<file path="src/rtl/class_hvec_pkg.sv">
// Shared definitions for the class hypervector store.
//   CLASS_HVEC_INIT : reset/constant contents, 8 classes x 3 frames x 64 bits
//   state_t         : streaming FSM state encoding
//   class_w/frame_w : index widths derived from the class/frame counts
//   init_word       : table lookup that stays defined for any parameterisation
package class_hvec_pkg;

  localparam int INIT_CLASSES = 8;
  localparam int INIT_FRAMES  = 3;
  localparam int INIT_W       = 64;

  typedef enum logic {
    ST_IDLE,
    ST_STREAM
  } state_t;

  typedef logic [INIT_W-1:0] hvec_init_t [INIT_CLASSES][INIT_FRAMES];

  localparam hvec_init_t CLASS_HVEC_INIT = '{
    '{64'hC8E2CE31A456C2ED, 64'h5D13B7A0E94F2861, 64'h0F7A4C9D36E2B158},
    '{64'h7E39D4A1C05B826F, 64'hA2C6F81D4937E0B5, 64'h3B90E5727DA14C6E},
    '{64'h91D4A63F08B7E25C, 64'h4E7B2C91D56A03F8, 64'hD0385E6BA91C74F2},
    '{64'h26AF93C47E0D5B18, 64'hB85E01D2C37A946F, 64'h6C17F4A8902BE3D5},
    '{64'h3905338C76652C45, 64'hE4A72B6D15C9F830, 64'h57C1D09E3B46A82F},
    '{64'hAB62F3057D8E91C4, 64'h1D9C47B2E06A35F8, 64'hF3084AD6C51B7E29},
    '{64'h62E5B91C0A4D378F, 64'hC79F26E35B810D4A, 64'h08B4D7F1A29C6E53},
    '{64'h9F3C5A806ED172B4, 64'h35D86E0CB4A71F92, 64'hE6127B49D83F05AC}
  };

  // A count of one still needs a one-bit index.
  function automatic int class_w(int n);
    return (n > 1) ? $clog2(n) : 1;
  endfunction

  function automatic int frame_w(int n);
    return (n > 1) ? $clog2(n) : 1;
  endfunction

  // Entries beyond the stored table (larger parameterisations) get a
  // deterministic index-derived pattern so the storage is always defined.
  function automatic logic [INIT_W-1:0] init_word(int c, int f);
    if (c >= 0 && c < INIT_CLASSES && f >= 0 && f < INIT_FRAMES)
      return CLASS_HVEC_INIT[c][f];
    return {32'(c), 32'(f)} ^ 64'h9E3779B97F4A7C15;
  endfunction

endpackage

</file>
<file path="src/rtl/class_hvec_mem.sv">
// Class hypervector storage: one combinational read port, one write port.
// Build option CLASS_HVEC_WRITE_EN:
//   defined   - register array, loaded from CLASS_HVEC_INIT by rst, writable
//   undefined - constant table; clk/rst/wr_* ports are not present
// Ports:
//   clk, rst                          clock / async active-high reset (write build)
//   wr_en, wr_class, wr_frame, wr_data write port; out-of-range indices ignored
//   rd_class, rd_frame -> rd_data     read port; out-of-range reads return 0
module class_hvec_mem
  import class_hvec_pkg::*;
#(
  parameter int DI_PARALLEL_W_BITS = 64,
  parameter int NUM_CLASSES        = 8,
  parameter int FRAMES_PER_CLASS   = 3,
  localparam int CLASS_W = class_w(NUM_CLASSES),
  localparam int FRAME_W = frame_w(FRAMES_PER_CLASS)
) (
`ifdef CLASS_HVEC_WRITE_EN
  input  logic                          clk,
  input  logic                          rst,
  input  logic                          wr_en,
  input  logic [CLASS_W-1:0]            wr_class,
  input  logic [FRAME_W-1:0]            wr_frame,
  input  logic [DI_PARALLEL_W_BITS-1:0] wr_data,
`endif
  input  logic [CLASS_W-1:0]            rd_class,
  input  logic [FRAME_W-1:0]            rd_frame,
  output logic [DI_PARALLEL_W_BITS-1:0] rd_data
);

  logic rd_ok;
  assign rd_ok = (int'(rd_class) < NUM_CLASSES) && (int'(rd_frame) < FRAMES_PER_CLASS);

`ifdef CLASS_HVEC_WRITE_EN
  logic [DI_PARALLEL_W_BITS-1:0] mem_q [NUM_CLASSES][FRAMES_PER_CLASS];
  logic                          wr_ok;

  assign wr_ok = wr_en && (int'(wr_class) < NUM_CLASSES) && (int'(wr_frame) < FRAMES_PER_CLASS);

  // NOTE: this array is reset on purpose -- rst must restore the known class
  // vectors, so it maps to flops rather than a RAM macro that cannot be reset.
  always_ff @(posedge clk or posedge rst) begin
    if (rst) begin
      for (int c = 0; c < NUM_CLASSES; c++)
        for (int f = 0; f < FRAMES_PER_CLASS; f++)
          mem_q[c][f] <= DI_PARALLEL_W_BITS'(init_word(c, f));
    end else if (wr_ok) begin
      mem_q[wr_class][wr_frame] <= wr_data;
    end
  end

  // Combinational read of the current contents gives read-before-write
  // when the same entry is written and loaded on one edge.
  assign rd_data = rd_ok ? mem_q[rd_class][rd_frame] : '0;
`else
  assign rd_data = rd_ok ? DI_PARALLEL_W_BITS'(init_word(int'(rd_class), int'(rd_frame))) : '0;
`endif

endmodule

</file>
<file path="src/rtl/class_hvec_store.sv">
// Class hypervector store: on request, streams the FRAMES_PER_CLASS frames of
// one class vector over a valid/ready output, one frame per handshake with no
// bubbles. Build option CLASS_HVEC_WRITE_EN adds the wr_* frame write port.
// Ports:
//   clk, rst                         clock / async active-high reset
//   req_valid, req_ready, req_class  stream request (accepted only in IDLE)
//   req_err                          one-cycle pulse: out-of-range class accepted
//   out_valid, out_ready, out_data   frame output handshake
//   out_class, out_frame, out_last   tag of the frame on out_data
//   wr_en, wr_class, wr_frame, wr_data  frame write (CLASS_HVEC_WRITE_EN only)
module class_hvec_store
  import class_hvec_pkg::*;
#(
  parameter int DI_PARALLEL_W_BITS = 64,
  parameter int NUM_CLASSES        = 8,
  parameter int FRAMES_PER_CLASS   = 3,
  localparam int CLASS_W = class_w(NUM_CLASSES),
  localparam int FRAME_W = frame_w(FRAMES_PER_CLASS)
) (
  input  logic                          clk,
  input  logic                          rst,
  input  logic                          req_valid,
  output logic                          req_ready,
  input  logic [CLASS_W-1:0]            req_class,
  output logic                          req_err,
  output logic                          out_valid,
  input  logic                          out_ready,
  output logic [DI_PARALLEL_W_BITS-1:0] out_data,
  output logic [CLASS_W-1:0]            out_class,
  output logic [FRAME_W-1:0]            out_frame,
  output logic                          out_last
`ifdef CLASS_HVEC_WRITE_EN
  ,
  input  logic                          wr_en,
  input  logic [CLASS_W-1:0]            wr_class,
  input  logic [FRAME_W-1:0]            wr_frame,
  input  logic [DI_PARALLEL_W_BITS-1:0] wr_data
`endif
);

  localparam logic [FRAME_W-1:0] LAST_FRAME = FRAME_W'(FRAMES_PER_CLASS - 1);

  state_t                        state_q, state_d;
  logic [CLASS_W-1:0]            cls_q;
  logic [FRAME_W-1:0]            frame_q;
  logic [DI_PARALLEL_W_BITS-1:0] data_q;
  logic                          last_q;
  logic                          err_q;

  logic [CLASS_W-1:0]            rd_class;
  logic [FRAME_W-1:0]            rd_frame;
  logic [DI_PARALLEL_W_BITS-1:0] rd_data;

  logic req_in_range, accept, load_first, advance, load_next;

  assign req_in_range = int'(req_class) < NUM_CLASSES;
  assign accept       = (state_q == ST_IDLE) && req_valid;
  assign load_first   = accept && req_in_range;
  assign advance      = (state_q == ST_STREAM) && out_ready;
  assign load_next    = advance && !last_q;

  // The read port always addresses the frame that the next load would take:
  // frame 0 of the requested class in IDLE, the following frame in STREAM.
  assign rd_class = (state_q == ST_STREAM) ? cls_q : req_class;
  assign rd_frame = (state_q == ST_STREAM) ? frame_q + FRAME_W'(1) : '0;

  class_hvec_mem #(
    .DI_PARALLEL_W_BITS (DI_PARALLEL_W_BITS),
    .NUM_CLASSES        (NUM_CLASSES),
    .FRAMES_PER_CLASS   (FRAMES_PER_CLASS)
  ) u_mem (
`ifdef CLASS_HVEC_WRITE_EN
    .clk      (clk),
    .rst      (rst),
    .wr_en    (wr_en),
    .wr_class (wr_class),
    .wr_frame (wr_frame),
    .wr_data  (wr_data),
`endif
    .rd_class (rd_class),
    .rd_frame (rd_frame),
    .rd_data  (rd_data)
  );

  // NOTE: sequential state uses non-blocking assignments so every register
  // samples pre-edge values, independent of process ordering.
  always_ff @(posedge clk or posedge rst) begin
    if (rst) state_q <= ST_IDLE;
    else     state_q <= state_d;
  end

  // NOTE: the default assignment first keeps this block free of inferred latches.
  always_comb begin
    state_d = state_q;
    unique case (state_q)
      ST_IDLE:   if (load_first)         state_d = ST_STREAM;
      ST_STREAM: if (advance && last_q)  state_d = ST_IDLE;
      default:                           state_d = ST_IDLE;
    endcase
  end

  // Output register: holds the frame on out_data until it is handshaken.
  always_ff @(posedge clk or posedge rst) begin
    if (rst) begin
      cls_q   <= '0;
      frame_q <= '0;
      data_q  <= '0;
      last_q  <= 1'b0;
      err_q   <= 1'b0;
    end else begin
      err_q <= accept && !req_in_range;
      if (load_first) begin
        cls_q   <= req_class;
        frame_q <= '0;
        data_q  <= rd_data;
        last_q  <= (LAST_FRAME == '0);
      end else if (load_next) begin
        frame_q <= rd_frame;
        data_q  <= rd_data;
        last_q  <= (rd_frame == LAST_FRAME);
      end
    end
  end

  always_comb begin
    req_ready = (state_q == ST_IDLE);
    out_valid = (state_q == ST_STREAM);
  end

  assign req_err   = err_q;
  assign out_data  = data_q;
  assign out_class = cls_q;
  assign out_frame = frame_q;
  assign out_last  = last_q;

endmodule

</file>
<file path="config.mk">
export PLATFORM = sky130hd
export DESIGN_NAME = class_hvec_store
export DESIGN_NICKNAME = d
export VERILOG_FILES = /design/src/rtl/class_hvec_pkg.sv /design/src/rtl/class_hvec_mem.sv /design/src/rtl/class_hvec_store.sv
export SDC_FILE = /design/constraint.sdc
export NUM_CORES = 1
export LEC_CHECK = 0
export ABC_AREA = 1
export BUFFER_PORTS_ARGS = -buffer_cell sky130_fd_sc_hd__clkbuf_2
export CORE_ASPECT_RATIO = 1.75
export CORE_MARGIN = 10
export CORE_UTILIZATION = 60
export CTS_CLUSTER_DIAMETER = 40
export DETAILED_ROUTE_END_ITERATION = 6
export PLACE_DENSITY_LB_ADDON = 0.08
export SLEW_MARGIN = 0
export SYNTH_ARGS = -nofsm -noshare
export SYNTH_HDL_FRONTEND = slang
export SYNTH_SLANG_ARGS = --single-unit
export TNS_END_PERCENT = 5
</file>
<file path="constraint.sdc">
create_clock -name clk -period 5.75 [get_ports clk]
set_input_delay 0.2875 -clock clk [delete_from_list [all_inputs] [get_ports clk]]
set_output_delay 0.2875 -clock clk [all_outputs]
set_load 0.02 [all_outputs]
</file>
# Yosys cells after proc, flatten, opt, wreduce, memory -nomap -nowiden
# Memories as Yosys holds them, arrays and structs flattened.
# Index checks and enable logic that the tools add are counted.
# word_totals
rom_bits	1536
elab_cells	40
memories	1
reg_bits	71
input_bits	7
out_inout_bits	73
# op_classes
n_eq_ne	1
magnitude_cmp	3
mux	19
reduce_logical	6
n_bitwise	4
add_sub_neg	1
# memory_table
name	depth	word_bits	read_ports	rd_clocked_by_memory_dff	write_ports	line_no	source
(name not given)	8	192	1	0	0	class_hvec_pkg.sv:43	return CLASS_HVEC_INIT[c][f];
# op_table
operator	count
$mux 192	2
$mux 64	6
$bmux 64 s2	1
$not 19->38	1
$ge 32x3->1 const B	1
$ge 32x4->1 const B	1
$not 2->32	1
$not 3->32	1
$mux 2	3
$mux 1	5
$logic_and 1x1->1	4
$mux 3	1
$add 2x1->2 const B	1
$eq 2x2->1 const B	1
$lt 2x2->1 const B	1
$pmux 1 s2	1
$reduce_bool 2->1	1
$logic_not 1->1	1
$not 1->1	1

# Depth between registers and ports, before layout
# logic_depth
depth_word	12
depth_mapped	12
mapped_depth_nobuf	12

# Hierarchy
# From an unflattened synthesis, not the netlist that was laid out.
# hier_totals
hier_cells	745
hier_area_um2	4842.1
# by_module_without_submodules
module	cells_per_inst	area_each_um2	n_inst	seq_area_each_um2
class_hvec_store	328	2900.3	1	1776.7
class_hvec_mem	417	1941.9	1	0.0

# Worst setup path before layout
# No wires, ideal clock.
# synth_timing
path_type	reg2reg
start	register state_q (netlist: out_valid)
end	register data_q[38] (netlist: out_data[38])
stages_incl_launch_ff	13
setup_ns	0.118
n_path_buf	0
arrival_ns	1.977
synth_period_minus_slack_ns	2.095
setup_slack_ns	3.655
required_time_ns	5.632
path_cell_list	dfrtp_1 -> inv_2 -> nand2_1 -> nand2_2 -> ha_1 -> inv_1 -> nand3_1 -> nand2_1 -> inv_1 -> nand2_1 -> nand2_1 -> nand3_1 -> nand2_1
# synth_between
word_cells_on_any_way	21
classes_between	order compare (1); mux (12); bitwise (3); reduce/logical (4); memory (1)
# synth_lines
item	line_no	source
start: declaration	class_hvec_store.sv:43	state_t state_q, state_d;
start signal: assignment	class_hvec_store.sv:89	else state_q <= state_d;
$not 1->1 *	n/a	
named net req_ready	class_hvec_store.sv:23	output logic req_ready,
$logic_and 1x1->1 *	class_hvec_store.sv:57	assign accept = (state_q == ST_IDLE) && req_valid;
$mux 64 or $reduce_bool 2->1 (tied branches)	n/a	
end signal: assignment	class_hvec_store.sv:115	data_q <= rd_data;
end signal: assignment	class_hvec_store.sv:119	data_q <= rd_data;
end: declaration	class_hvec_store.sv:46	logic [DI_PARALLEL_W_BITS-1:0] data_q;
# The timed path passes the listed nets; every way through them passes the cells marked *. The select of a mux whose other input is x is not followed.
# A chain may end at the register's enable or synchronous reset.

# Final worst setup path
# layout_timing
start	register state_q (netlist: out_valid)
end	register data_q[11] (netlist: out_data[11])
# layout_between
elab_chain_cells	12
word_cells_on_any_way	21
classes_between	order compare (1); mux (12); bitwise (3); reduce/logical (4); memory (1)
# layout_lines
item	line_no	source
$mux 3	class_hvec_store.sv:64	assign rd_class = (state_q == ST_STREAM) ? cls_q : req_class;
$not 3->32 (implied by the code)	class_hvec_pkg.sv:43	
$mem_v2 8x192	n/a	
$mux 192 (implied by the code) (2 in a row)	class_hvec_pkg.sv:43	
$bmux 64 s2	class_hvec_pkg.sv:43	
$mux 64 (implied by the code) (2 in a row)	class_hvec_pkg.sv:43	
$mux 64	class_hvec_pkg.sv:44	return {32'(c), 32'(f)} ^ 64'h9E3779B97F4A7C15;
$mux 64	class_hvec_mem.sv:56	assign rd_data = rd_ok ? DI_PARALLEL_W_BITS'(init_word(int'(rd_class), int'(rd_frame))) : '0;
$mux 64	class_hvec_store.sv:117	end else if (load_next) begin
$mux 64	class_hvec_store.sv:112	if (load_first) begin
# Several ways; a longest one is shown, not always the timed one. The select of a mux whose other input is x is not followed.

==> impl_metrics.csv <==
group,metric,value,unit
clock_network,clockBufferDepth,2,
grt,grt-ovfl-total,0,
timing,fin_skew,6.73,ps
outcome,status,"completed",
synth,async_reset_ff_share,100,%
placed_design,pre_cts_slack,2810,ps
worst_setup_path,critPathMaxStageDelay,670,ps
drt,drt_iter0_drc,730,
timing,tightest_slew,1010,ps
timing,tns,0,ps
synth,synth_top_family_by_area,"simple AND/OR/NAND/NOR gates",
drt,wl_met2,8280,um
grt,grt_usage,29.8,%
timing,max_freq,0.332,GHz
synth,synthCells,675,
synth,synth_edf_count,0,
cells_and_area,fill_cells,690,
floorplanning,die-area,11700,um^2
synth,yosysWarningCount,0,
synth,ys_seq_area_share,38.8,%
worst_setup_path,critPathMaxFanout,34,
clock_network,cts.sinks,71,
synth,synthAdderAreaFrac,3.55,%
drt,wl_met1,6100,um
worst_setup_path,crit_chain,"nand2_1 > nor2_1 > inv_2 > nand2_2 > inv_2 > o21ai_1 > nand2_1",
placed_design,port_buffers,78,
synth,synth_cell_type_count,29,
clock_network,hold_buffers,0,
synth,yosys.area.top_type,"dfrtp_1",
synth,synth_compound_area_share,7.97,%
drt,drtPass1Iterations,6,
floorplanning,pin_count,80,
timing,relSlewSlack,32.9,%
grt,antenna_found_initial,0,
min_path,hold_class,"in -> reg",
synth,synth_top_area_share,38.8,%
synth,ys_ff_latch,71,
clock_network,cts_tree,"built",
drt,vias,5088,
synth,synthFlopType,"dfrtp_1",
placed_design,finalWeightedCongestion,1.04,
worst_setup_path,cp-end-kind,"flop",
floorplanning,rows,42,
cells_and_area,fin_nets,750,
grt,grt_pass1_vias,4877,
floorplanning,core_region_area,7510,um^2
clock_network,postCtsSetupRepairBufs,0,
synth,synthTopCellsByArea,"dfrtp_1 39%, nand2_1 22%, nand3_1 14%",
cells_and_area,area_growth_syn_to_layout,13.5,%
placed_design,hpwlAfterDp,12100,um
clock_network,cts_buffers,9,
cells_and_area,drive_gt1_share,16.3,%
clock_network,cts_resized,0,
drt,antenna_left,0,
clock_network,cts.reportedPaths.clkPinSlew,60,ps
clock_network,clock-root-buffer,"clkbuf_16",
timing,finalHoldViolCount,0,
drt,wl_per_cell,21.2,um
timing,drv_slew,0,
synth,syn_avg_cell_area,6.79,um^2
timing,layout_setup_ws,2730,ps
timing,finalCritPeriodShare,52.5,%
drt,dr_wl_met3,1770,um
synth,syn_nets,695,
worst_setup_path,crit_required,5980,ps
timing,rsz0062_at_grt,"false",
grt,grt_max_degree,72,
worst_setup_path,crit_path_top_delay_cell,"nor2_1",
drt,drc,0,
floorplanning,start_util,61.0,%
drt,drt_wl_total,17400,um
synth,netlist_area,4580,um^2
timing,setup_violations,0,
worst_setup_path,crit_type,"reg -> reg",
timing,min_period,3020,ps
drt,top_layer_used,"met4",
clock_network,insertion_delay,350,ps
clock_network,cts_htree_levels,3,
worst_setup_path,worstSetupStartpointType,"flop",
synth,synth.area.mux_share,0,%
floorplanning,die_y,136,um
flow_run,cap_violations,0,
synth,synth_xor_area_share,0,%
drt,via_per_inst,6.19,
grt,grt_pass1_wl,27100,um
synth,synth_simple_gate_area_share,42.1,%
worst_setup_path,worst_ep_arrival_time,3250,ps
floorplanning,die_x,86.1,um
cells_and_area,antenna_cells,0,
[cells in the mapped netlist (4+ instances only)]
cell      instances
a21oi_1          25
a22oi_1           5
buf_2            22
clkbuf_1          8
dfrtp_1          71
ha_1             13
inv_1            35
inv_2             5
nand2_1         264
nand2_2          13
nand2_4           4
nand3_1         125
nand4_1           5
nor2_1           33
o211ai_1          4
o21ai_0          20
o21ai_1           6
[worst max-delay path, delay by kind of cell, from the launching register on]
kind            cells  cell delay, ps
flops               1             650
compound gates      1             200
simple gates        4            1270
buf+inv             2             750
[cell type report]
class	count	area, um^2	share of cell area [%]
Inverter	40	150	2.89
Clock buffer	12	256	4.93
Tap cell	88	110	2.12
Clock inverter	3	42.5	0.818
Timing Repair Buffer	80	405	7.80
Multi-Input combinational cell	528	2460	47.3
Sequential cell	71	1780	34.2
[cells by family after synthesis]
| group | after synthesis |
|---|---|
| fa+ha+maj | 13 |
| flops | 71 |
| buf+inv | 76 |
| compound gates | 66 |
| simple gates | 448 |
| other cells | 1 |
[routing by layer]
layer  vias to the layer above  track usage (%)
li1                       2303                -
met2                       350             47.1
met3                       100             9.52
met4                         0             20.0
met1                      2335             33.2
met5                         -                0
[metrics by stage]
| stage | instance area (um^2) | hold WS, ps | utilization, % | instances |
|---|---|---|---|---|
| 2_1_floorplan | 4580 | 394 | - | 675 |
| 3_3_place_gp | 4900 | 461 | 65.2 | 807 |
| 3_5_place_dp | 4900 | 464 | 65.2 | 807 |
| 4_1_cts | 5200 | 181 | 69.2 | 822 |
| 5_1_grt | 5200 | 202 | 69.2 | 822 |
| 6_report | 5200 | 184 | 69.2 | 822 |
[state kept, by name, summed over array words and instances, names as in the netlist]
| name | cells |
|---|---|
| out_valid | 1 |
| out_frame | 2 |
| out_class | 3 |
| out_data | 64 |
| out_last | 1 |
[cells in the final DEF (no fill, tap or decap), types with 6 or more instances in the layout]
cell       synthesis  final
clkbuf_16          0      9
o21ai_0           20     20
a21oi_1           25     25
nand3_1          125    125
inv_2              5      6
nand2_2           13     13
nand2_1          264    264
o21ai_1            6      6
nor2_1            33     33
clkbuf_2           0     78
ha_1              13     13
dfrtp_1           71     71
inv_1             35     34
[worst paths after layout]
path                            cells after the start  slack [ps]        start            to
worst max-delay path                                7        2730    out_valid  out_data[11]
worst min-delay path                                2         180    out_ready     out_valid
min in group asynchronous                           3         210          rst  out_data[40]
max in group asynchronous                           3        4950          rst  out_data[36]
worst min register to register                      2         480  out_data[6]   out_data[6]
worst max register to register                      7        2730    out_valid  out_data[11]
Power is not shown: default switching activity piles up to over one toggle a cycle in this logic, so the estimate is an artifact.
